### src/rtl/rbz_spi_frame_tx.sv
// SPI mode-0 write-only frame transmitter (sclk/mosi/ss_n), MSB-first from bit len-1.
// Optional abort input / aborted pulse enabled by defining RBZ_SPI_FRAME_TX_ABORT_EN.
module rbz_spi_frame_tx #(
    parameter int FRAME_W = 74,
    parameter int LEN_W   = 7,
    parameter int CLK_DIV = 2
) (
    input  logic               clk,
    input  logic               rst_n,
    input  logic               start,
    input  logic [FRAME_W-1:0] frame,
    input  logic [LEN_W-1:0]   len,
`ifdef RBZ_SPI_FRAME_TX_ABORT_EN
    input  logic               abort,
    output logic               aborted,
`endif
    output logic               sclk,
    output logic               mosi,
    output logic               ss_n,
    output logic               busy,
    output logic               done
);

    localparam int                PH_W      = $clog2(CLK_DIV) + 1;
    localparam logic [LEN_W-1:0]  FRAME_LEN = LEN_W'(FRAME_W);
    localparam logic [PH_W-1:0]   PH_LAST   = PH_W'(CLK_DIV - 1);

    typedef enum logic [2:0] {
        IDLE = 3'd0,
        LEAD = 3'd1,
        HIGH = 3'd2,
        LOW  = 3'd3,
        GAP  = 3'd4
    } state_t;

    state_t             state_r, state_nx_s;
    logic [PH_W-1:0]    phase_r, phase_nx_s;
    logic [LEN_W-1:0]   bit_cnt_r, bit_cnt_nx_s;
    logic [FRAME_W-1:0] shift_r, shift_nx_s, shift_load_s;
    logic [LEN_W-1:0]   len_eff_s;
    logic               phase_end_s;
    logic               mosi_nx_s, done_nx_s;
`ifdef RBZ_SPI_FRAME_TX_ABORT_EN
    logic               abort_flag_r, abort_flag_nx_s, aborted_nx_s;
`endif

    // Clamp the requested length and left-align the payload so bit len-1 sits at the MSB.
    always_comb begin
        len_eff_s    = (len > FRAME_LEN) ? FRAME_LEN : len;
        shift_load_s = frame << (FRAME_LEN - len_eff_s);
        phase_end_s  = (phase_r == PH_LAST);
    end

    // Next-state logic; the last bit is detected with the counter still at 1.
    always_comb begin
        state_nx_s   = state_r;
        phase_nx_s   = '0;
        bit_cnt_nx_s = bit_cnt_r;
        shift_nx_s   = shift_r;
        mosi_nx_s    = mosi;
        done_nx_s    = 1'b0;
`ifdef RBZ_SPI_FRAME_TX_ABORT_EN
        abort_flag_nx_s = abort_flag_r;
        aborted_nx_s    = 1'b0;
`endif
        case (state_r)
            IDLE: begin
                if (start && (len != '0)) begin
                    state_nx_s   = LEAD;
                    bit_cnt_nx_s = len_eff_s;
                    shift_nx_s   = shift_load_s;
                    mosi_nx_s    = shift_load_s[FRAME_W-1];
`ifdef RBZ_SPI_FRAME_TX_ABORT_EN
                    abort_flag_nx_s = 1'b0;
`endif
                end else begin
                    mosi_nx_s = 1'b0;
                end
            end
            LEAD: begin
                if (phase_end_s) begin
                    state_nx_s = HIGH;
                end else begin
                    phase_nx_s = phase_r + PH_W'(1);
                end
            end
            HIGH: begin
                if (phase_end_s) begin
                    state_nx_s   = LOW;
                    bit_cnt_nx_s = bit_cnt_r - LEN_W'(1);
                    shift_nx_s   = shift_r << 1;
                    mosi_nx_s    = (bit_cnt_r != LEN_W'(1)) ? shift_r[FRAME_W-2] : 1'b0;
                end else begin
                    phase_nx_s = phase_r + PH_W'(1);
                end
            end
            LOW: begin
                if (phase_end_s) begin
                    state_nx_s = (bit_cnt_r != '0) ? HIGH : GAP;
                end else begin
                    phase_nx_s = phase_r + PH_W'(1);
                end
            end
            GAP: begin
                if (phase_end_s) begin
                    state_nx_s = IDLE;
`ifdef RBZ_SPI_FRAME_TX_ABORT_EN
                    done_nx_s    = ~abort_flag_r;
                    aborted_nx_s = abort_flag_r;
`else
                    done_nx_s    = 1'b1;
`endif
                end else begin
                    phase_nx_s = phase_r + PH_W'(1);
                end
            end
            default: begin
                state_nx_s = IDLE;
                mosi_nx_s  = 1'b0;
            end
        endcase
`ifdef RBZ_SPI_FRAME_TX_ABORT_EN
        if (abort && ((state_r == LEAD) || (state_r == HIGH) || (state_r == LOW))) begin
            state_nx_s      = GAP;
            phase_nx_s      = '0;
            mosi_nx_s       = 1'b0;
            abort_flag_nx_s = 1'b1;
        end else begin
            abort_flag_nx_s = abort_flag_nx_s;
        end
`endif
    end

    // State, datapath and registered outputs, all derived from the next state.
    always_ff @(posedge clk or negedge rst_n) begin
        if (!rst_n) begin
            state_r   <= IDLE;
            phase_r   <= '0;
            bit_cnt_r <= '0;
            shift_r   <= '0;
            sclk      <= 1'b0;
            mosi      <= 1'b0;
            ss_n      <= 1'b1;
            busy      <= 1'b0;
            done      <= 1'b0;
`ifdef RBZ_SPI_FRAME_TX_ABORT_EN
            abort_flag_r <= 1'b0;
            aborted      <= 1'b0;
`endif
        end else begin
            state_r   <= state_nx_s;
            phase_r   <= phase_nx_s;
            bit_cnt_r <= bit_cnt_nx_s;
            shift_r   <= shift_nx_s;
            sclk      <= (state_nx_s == HIGH);
            mosi      <= mosi_nx_s;
            ss_n      <= ~((state_nx_s == LEAD) || (state_nx_s == HIGH) || (state_nx_s == LOW));
            busy      <= (state_nx_s != IDLE);
            done      <= done_nx_s;
`ifdef RBZ_SPI_FRAME_TX_ABORT_EN
            abort_flag_r <= abort_flag_nx_s;
            aborted      <= aborted_nx_s;
`endif
        end
    end

endmodule

### config.mk
export PLATFORM = sky130hd
export DESIGN_NAME = rbz_spi_frame_tx
export DESIGN_NICKNAME = d
export VERILOG_FILES = /design/src/rtl/rbz_spi_frame_tx.sv
export SDC_FILE = /design/constraint.sdc
export NUM_CORES = 1
export LEC_CHECK = 0
export ABC_CLOCK_PERIOD_IN_PS = 6000
export BUFFER_PORTS_ARGS = -buffer_cell sky130_fd_sc_hd__buf_2
export CAP_MARGIN = 20
export CORE_ASPECT_RATIO = 0.5
export CORE_MARGIN = 2
export CORE_UTILIZATION = 50
export DETAILED_ROUTE_END_ITERATION = 10
export PLACE_DENSITY_LB_ADDON = 0.2
export SLEW_MARGIN = 20
export SYNTH_ARGS = -nofsm -noshare
export SYNTH_HDL_FRONTEND = slang
export SYNTH_SLANG_ARGS = --single-unit
### constraint.sdc
create_clock -name clk -period 6 [get_ports clk]
set_clock_uncertainty 0.05 [all_clocks]
set_input_delay 0.6 -clock clk [delete_from_list [all_inputs] [get_ports clk]]
set_output_delay 0.6 -clock clk [all_outputs]
set_load 0.005 [all_outputs]
==> load_flow_metrics.sql, run 1 <==
INSERT INTO impl_metrics (metric_group, metric, value, unit) VALUES
('outcome', 'status', 'finished, final reports clean', ''),
('routing', 'detail_route.vias_per_cell', '7.62', ''),
('routing', 'drt_drc_violations_left', '0', ''),
('timing', 'min_period_over_period', '75.6', '%'),
('timing', 'timing_limited_maximum_frequency', '0.220', 'GHz'),
('floorplanning', 'initial_utilization', '50.6', '%'),
('timing', 'finalSetupViolCount', '0', ''),
('worst_setup_path', 'cp_max_fo', '58', ''),
('timing', 'unrepaired_setup_endpoints_after_global_routing', 'no', ''),
('worst_setup_path', 'cp-start-kind', 'input port', ''),
('timing', 'final-hold-violation-count', '0', ''),
('yosys', 'syn_area_per_cell', '7.50', 'um^2'),
('routing', 'wl', '50600', 'um'),
('pwr', 'switching_power', '2.27', 'mW'),
('yosys', 'synth_fp_nets', '1462', ''),
('yosys', 'ys.warnings.count', '0', ''),
('timing', 'hold_slack', '0.127', 'ns'),
('floorplanning', 'die_height', '106', 'um'),
('global_routing', 'grt_pass1_vias', '11300', ''),
('global_routing', 'maximum_number_of_pins_on_one_net_before_global_route_repair', '76', ''),
('yosys', 'synth_edf_count', '0', ''),
('global_routing', 'gr-usage-all-layers', '45.2', '%'),
('final_layout', 'fillers', '2022', ''),
('floorplanning', 'die_width', '207', 'um'),
('clock_tree', 'cts.clk_slew.worst_paths', '0.07', 'ns'),
('worst_setup_path', 'timing_worst_setup_path_type', 'in -> reg', ''),
('yosys', 'yosysTopAreaCell', 'sky130_fd_sc_hd__dfrtp_1', ''),
('placement', 'place_hpwl', '37600', 'um'),
('pwr', 'internal_power', '2.03', 'mW'),
('worst_setup_path', 'worst_setup_path_end_kind', 'flip-flop', ''),
('final_layout', 'final_area', '11100', 'um^2'),
('clock_tree', 'h-tree-depth', '3', ''),
('routing', 'first_drt_pass_iteration_count', '6', ''),
('timing', 'final_max_tran_viols', '0', ''),
('global_routing', 'antenna_found_initial', '1', ''),
('run', 'timing.max_cap.violations', '0', ''),
('timing', 'worst_slew_margin_rel', '28.0', '%'),
('routing', 'first_drt_iteration_drcs', '2515', ''),
('timing', 'fin_setup_tns', '0', 'ns'),
('yosys', 'syn-instance-count', '1376', ''),
('floorplanning', 'floorplan.io_pins', '89', ''),
('floorplanning', 'die_area', '21900', 'um^2'),
('routing', 'wire_per_inst', '30.4', 'um'),
('pwr', 'p_comb_share', '60.9', '%'),
('final_layout', 'area_delta_synth_final', '7.22', '%'),
('yosys', 'yosysSeqAreaShare', '21.8', '%'),
('timing', 'fin_crit', '4.54', 'ns'),
('worst_setup_path', 'crit_arrival', '4.77', 'ns'),
('min_path', 'min_path_type', 'in -> async', ''),
('yosys', 'synth.cells.most_frequent', 'sky130_fd_sc_hd__nand2_1 (152), sky130_fd_sc_hd__nor2_1 (147), sky130_fd_sc_hd__a21oi_1 (122)', ''),
('final_layout', 'post_layout_nonfiller_instances', '1661', ''),
('global_routing', 'global_route_total_overflow', '0', ''),
('yosys', 'post_synth_num_cell_types', '92', ''),
('clock_tree', 'clk_latency', '0.36', 'ns'),
('yosys', 'synth.ff_latch_count', '90', ''),
('timing', 'worst_pin_slew', '1.08', 'ns'),
('clock_tree', 'cts_repair_resizes', '0', ''),
('final_layout', 'layout-drive-gt1-share', '15.9', '%'),
('timing', 'setup_slack', '1.46', 'ns'),
('pwr', 'pwr-share-seq', '25.6', '%'),
('pwr', 'vdd_ir_drop_max', '0.263', 'mV'),
('routing', 'num_vias', '12700', ''),
('clock_tree', 'clock_root_buffer', 'sky130_fd_sc_hd__clkbuf_16', ''),
('placement', 'dp_cells', '1645', ''),
('clock_tree', 'tritoncts_clock_tree', 'done', ''),
('clock_tree', 'sinks_on_clock_net', '90', ''),
('final_layout', 'n_antenna_cell', '0', ''),
('placement', 'dpl-instance-area', '10800', 'um^2'),
('clock_tree', 'postCtsHoldBufs', '0', ''),
('pwr', 'clockPowerShare', '13.4', '%'),
('routing', 'ant_nets', '0', '');
worst max-delay path, cell delays in order:
cell and delay, ns:
sky130_fd_sc_hd__buf_2 0.49, sky130_fd_sc_hd__buf_4 0.41, sky130_fd_sc_hd__nand3b_2 0.21, sky130_fd_sc_hd__a21oi_4 0.58, sky130_fd_sc_hd__buf_12 0.36, sky130_fd_sc_hd__buf_4 0.30
sky130_fd_sc_hd__a21oi_1 0.09, sky130_fd_sc_hd__a22oi_1 0.52, sky130_fd_sc_hd__mux2i_1 0.38, sky130_fd_sc_hd__mux2i_1 0.46, sky130_fd_sc_hd__a221oi_1 0.14, sky130_fd_sc_hd__a31oi_1 0.19
cell families after synthesis:
group                    synth area share [%]
AO/OA/AOI/OAI                            38.2
XOR/XNOR                                0.400
adder cells (fa/ha/maj)                 0.242
buffers and inverters                    7.91
flip-flops                               21.8
multiplexers                             11.2
AND/OR/NAND/NOR                          20.2
power by group through the flow:
stage,Combinational [mW],Clock [mW],Sequential (mW)
after floorplan,1.72,0,1.02
after global placement,2.44,0,1.09
after detailed placement,2.47,0,1.10
after CTS,2.48,0.578,1.09
after global routing,2.78,0.604,1.13
final,2.62,0.578,1.10
flip-flops by register name, indices dropped and copies added, names as in the netlist:
register / count
sclk: 1
busy: 1
ss_n: 1
phase_r: 2
bit_cnt_r: 7
state_r: 3
shift_r: 73
mosi: 1
done: 1
final cells by class:
| class | instances | area [um^2] | share of cell area [%] |
|---|---|---|---|
| clock buffer | 10 | 239 | 2.16 |
| clock inverter | 6 | 56.3 | 0.509 |
| inverter | 20 | 75.1 | 0.678 |
| multi-input combinational | 1127 | 7300 | 65.9 |
| sequential | 90 | 2250 | 20.4 |
| tap | 273 | 342 | 3.09 |
| timing repair buffer | 135 | 808 | 7.30 |
worst paths after layout:
kind                                            from                      end  slack (ns)  cells after the start
min in group clk                phase_r[0]$_DFF_PN0_     phase_r[0]$_DFF_PN0_        0.41                      1
max in group asynchronous                      rst_n  shift_r[71]$_DFFE_PN0P_        4.58                      2
worst min-delay path                           rst_n     state_r[1]$_DFF_PN0_        0.13                      1
worst min register to register  phase_r[0]$_DFF_PN0_     phase_r[0]$_DFF_PN0_        0.41                      1
worst max register to register  state_r[1]$_DFF_PN0_  shift_r[72]$_DFFE_PN0P_        2.33                      9
worst max-delay path                          len[1]  shift_r[56]$_DFFE_PN0P_        1.46                     12
layer usage:
layer	global-route usage, %	vias up	routed length [um]
li1	-	5309	-
met1	66.2	6049	21200
met2	58.5	1173	18700
met3	20.7	127	9190
met4	11.2	0	1380
met5	0	-	0
layout by cell type, fill, tap and decap left out, drive strengths merged, types with 5 or more instances in the layout:
master / n
a2111oi: 8
a211o: 6
a211oi: 49
a21boi: 9
a21o: 9
a21oi: 126
a221o: 7
a221oi: 36
a22oi: 15
a2bb2oi: 9
a31oi: 19
a32oi: 9
and2: 9
and3: 22
buf: 135
clkbuf: 10
dfrtp: 89
inv: 24
mux2: 22
mux2i: 81
nand2: 152
nand2b: 10
nand3: 42
nand4: 11
nor2: 148
nor3: 41
nor4: 6
o2111ai: 13
o211ai: 39
o21a: 7
o21ai: 74
o221ai: 12
o22a: 6
o22ai: 33
o2bb2ai: 5
o311ai: 5
o31ai: 13
o32ai: 17
or3: 6
Power figures use the tool's default switching activity.
==> run 2, diff against run 1 <==
--- a/config.mk
+++ b/config.mk
@@ -5,7 +5,7 @@
 export SDC_FILE = /design/constraint.sdc
 export NUM_CORES = 1
 export LEC_CHECK = 0
-export ABC_CLOCK_PERIOD_IN_PS = 6000
+export ABC_CLOCK_PERIOD_IN_PS = 4100
 export BUFFER_PORTS_ARGS = -buffer_cell sky130_fd_sc_hd__buf_2
 export CAP_MARGIN = 20
 export CORE_ASPECT_RATIO = 0.5
==> constraint.sdc (replaced) <==
create_clock -name clk -period 4.1 [get_ports clk]
set_clock_uncertainty 0.05 [all_clocks]
set_input_delay 0.41 -clock clk [delete_from_list [all_inputs] [get_ports clk]]
set_output_delay 0.41 -clock clk [all_outputs]
set_load 0.005 [all_outputs]
==> load_flow_metrics.sql, run 2 (synthesis results as in run 1) <==
INSERT INTO impl_metrics (metric_group, metric, value, unit) VALUES
('worst_setup_path', 'worstSetupStartpoint', 'len[3]', ''),
('timing', 'worst_pin_slew', '1.18', 'ns'),
('timing', 'fin_setup_tns', '0', 'ns'),
('worst_setup_path', 'timing.critical_path.max_delay_family', 'compound AO/OA/AOI/OAI gates', ''),
('pwr', 'cellLeakagePower', '4.54', 'nW'),
('worst_setup_path', 'cp-start-kind', 'input port', ''),
('worst_setup_path', 'crit_path_top_delay_cell', 'sky130_fd_sc_hd__o32ai_1', ''),
('routing', 'wl', '51900', 'um'),
('floorplanning', 'die_width', '207', 'um'),
('final_layout', 'fillers', '1983', ''),
('worst_setup_path', 'cp_max_fo', '15', ''),
('timing', 'fin_crit', '3.78', 'ns'),
('timing', 'final-hold-violation-count', '0', ''),
('pwr', 'powerDensity', '570', 'nW/um^2'),
('outcome', 'status', 'finished, final reports clean', ''),
('final_layout', 'layout-drive-gt1-share', '17.5', '%'),
('routing', 'wire_per_inst', '30.7', 'um'),
('worst_setup_path', 'worst_setup_path_end_kind', 'flip-flop', ''),
('clock_tree', 'tritoncts_clock_tree', 'done', ''),
('worst_setup_path', 'cp_common_cell', 'sky130_fd_sc_hd__nand2_1', ''),
('placement', 'port-buffer-count', '88', ''),
('floorplanning', 'die_area', '21900', 'um^2'),
('final_layout', 'multi_input_area', '7300', 'um^2'),
('final_layout', 'final_cell_mix', 'sky130_fd_sc_hd__nand2_1 (150), sky130_fd_sc_hd__nor2_1 (147), sky130_fd_sc_hd__a21oi_1 (122)', ''),
('global_routing', 'grt_first_pass_wirelength', '77100', 'um'),
('global_routing', 'global_route_total_overflow', '0', ''),
('clock_tree', 'sinks_on_clock_net', '90', ''),
('clock_tree', 'cts.path.max_buffers', '2', ''),
('final_layout', 'n_antenna_cell', '0', ''),
('floorplanning', 'initial_utilization', '50.6', '%'),
('routing', 'num_vias', '12800', ''),
('worst_setup_path', 'crit_chain', 'buf_2, nand2_1, o211ai_1, buf_4, nor3_1, o32ai_1, nand2_1, nand3_1, a31oi_1, o21ai_0', ''),
('clock_tree', 'clk_latency', '0.36', 'ns'),
('worst_setup_path', 'critical_path.reg2reg.startpoint', 'state_r[1]$_DFF_PN0_', ''),
('placement', 'routabilityCongestion', '1.09', ''),
('worst_setup_path', 'crit_arrival', '4.01', 'ns'),
('timing', 'timing_limited_maximum_frequency', '0.264', 'GHz'),
('floorplanning', 'die_height', '106', 'um'),
('timing', 'worst_slew_margin_rel', '20.7', '%'),
('final_layout', 'area_delta_synth_final', '9.86', '%'),
('worst_setup_path', 'cp_data_required_time', '4.33', 'ns'),
('worst_setup_path', 'count_of_buffering_cells_on_the_critical_path_with_inverters_included', '2', ''),
('routing', 'first_drt_iteration_drcs', '2487', ''),
('global_routing', 'grt_pass1_vias', '11700', ''),
('floorplanning', 'core', '20400', 'um^2'),
('routing', 'first_drt_pass_iteration_count', '11', ''),
('routing', 'ant_nets', '0', ''),
('worst_setup_path', 'timing_worst_setup_path_type', 'in -> reg', ''),
('pwr', 'vdd_ir_drop_max', '0.409', 'mV'),
('clock_tree', 'post-cts-setup-buffer-count', '0', ''),
('final_layout', 'biggestRegsByFlops', 'shift_r (73), bit_cnt_r (7), state_r (3)', ''),
('timing', 'finalSetupViolCount', '0', ''),
('timing', 'unrepaired_setup_endpoints_after_global_routing', 'no', ''),
('clock_tree', 'cts_buffers', '9', ''),
('timing', 'hold_slack', '0.131', 'ns'),
('global_routing', 'gr-usage-all-layers', '46.4', '%'),
('final_layout', 'register_area', '2250', 'um^2'),
('routing', 'drt_drc_violations_left', '0', ''),
('floorplanning', 'site_rows', '37', ''),
('run', 'timing.max_cap.violations', '0', ''),
('worst_setup_path', 'max_stage_delay', '0.87', 'ns'),
('timing', 'final_max_tran_viols', '0', ''),
('placement', 'place_hpwl', '39400', 'um'),
('floorplanning', 'floorplan.io_pins', '89', ''),
('global_routing', 'maximum_number_of_pins_on_one_net_before_global_route_repair', '76', ''),
('pwr', 'totalPowerFinal', '6.46', 'mW'),
('clock_tree', 'h-tree-depth', '3', ''),
('clock_tree', 'cts.clk_slew.worst_paths', '0.07', 'ns'),
('final_layout', 'largest_register', 'shift_r', ''),
('final_layout', 'num-nets-final', '1498', ''),
('clock_tree', 'clock_root_buffer', 'sky130_fd_sc_hd__clkbuf_16', ''),
('clock_tree', 'cts_repair_resizes', '0', ''),
('timing', 'min_period_over_period', '92.2', '%'),
('routing', 'detail_route.vias_per_cell', '7.59', ''),
('global_routing', 'antenna_found_initial', '2', ''),
('min_path', 'min_path_type', 'in -> async', ''),
('final_layout', 'largest_reg_flops', '73', ''),
('clock_tree', 'postCtsHoldBufs', '0', ''),
('final_layout', 'layout_commonest_cell', 'sky130_fd_sc_hd__nand2_1', '');
-- run 2: worst paths after layout --
kind | end | slack, ns | cells after the start
max | shift_r[58]$_DFFE_PN0P_ | 0.32 | 10
min | state_r[0]$_DFF_PN0_ | 0.13 | 1
max reg2reg | shift_r[52]$_DFFE_PN0P_ | 0.99 | 9
min reg2reg | phase_r[0]$_DFF_PN0_ | 0.41 | 1
max in group asynchronous | shift_r[67]$_DFFE_PN0P_ | 2.89 | 2
min in group clk | phase_r[0]$_DFF_PN0_ | 0.41 | 1
-- run 2: final cells by class --
type                       instances  share of cell area (%)
clock buffer                      10                    2.02
clock inverter                     6                   0.849
inverter                          20                   0.662
multi-input combinational       1127                    64.3
sequential                        90                    19.9
tap                              273                    3.01
timing repair buffer             164                    9.27
-- run 2: report_power, final --
| group | internal (mW) | switching [mW] |
|---|---|---|
| Combinational | 1.28 | 2.63 |
| Sequential | 1.32 | 0.294 |
| Clock | 0.544 | 0.398 |
-- run 2: per-layer routing --
layer	up-vias	GRT usage (%)	part of all wire, %
li1	5378	-	-
met1	6061	66.4	41
met2	1216	62.2	37
met3	170	21.1	18
met4	2	11.5	3.2
met5	-	0	0.025
-- run 2: worst reg2reg max path: stages, from the launching register on --
cell,delay (ns)
sky130_fd_sc_hd__dfrtp_1,0.47
sky130_fd_sc_hd__nor2_1,0.24
sky130_fd_sc_hd__and3_1,0.37
sky130_fd_sc_hd__o41ai_4,0.16
sky130_fd_sc_hd__buf_4,0.25
sky130_fd_sc_hd__nor2_1,0.29
sky130_fd_sc_hd__nand2_1,0.30
sky130_fd_sc_hd__nor2_1,0.54
sky130_fd_sc_hd__nand3_1,0.22
sky130_fd_sc_hd__nand4_1,0.14
-- run 2: metrics by stage --
stage          utilization (%)  std cells  instance area [um^2]  worst slack, ns
4_1_cts                   55.6       1690                 11300            0.624
2_1_floorplan                -       1376                 10300             1.28
5_1_grt                   55.6       1690                 11300            0.344
6_report                  55.6       1690                 11300            0.318
3_5_place_dp              54.0       1674                 11000            0.293
3_3_place_gp              54.0       1674                 11000            0.318
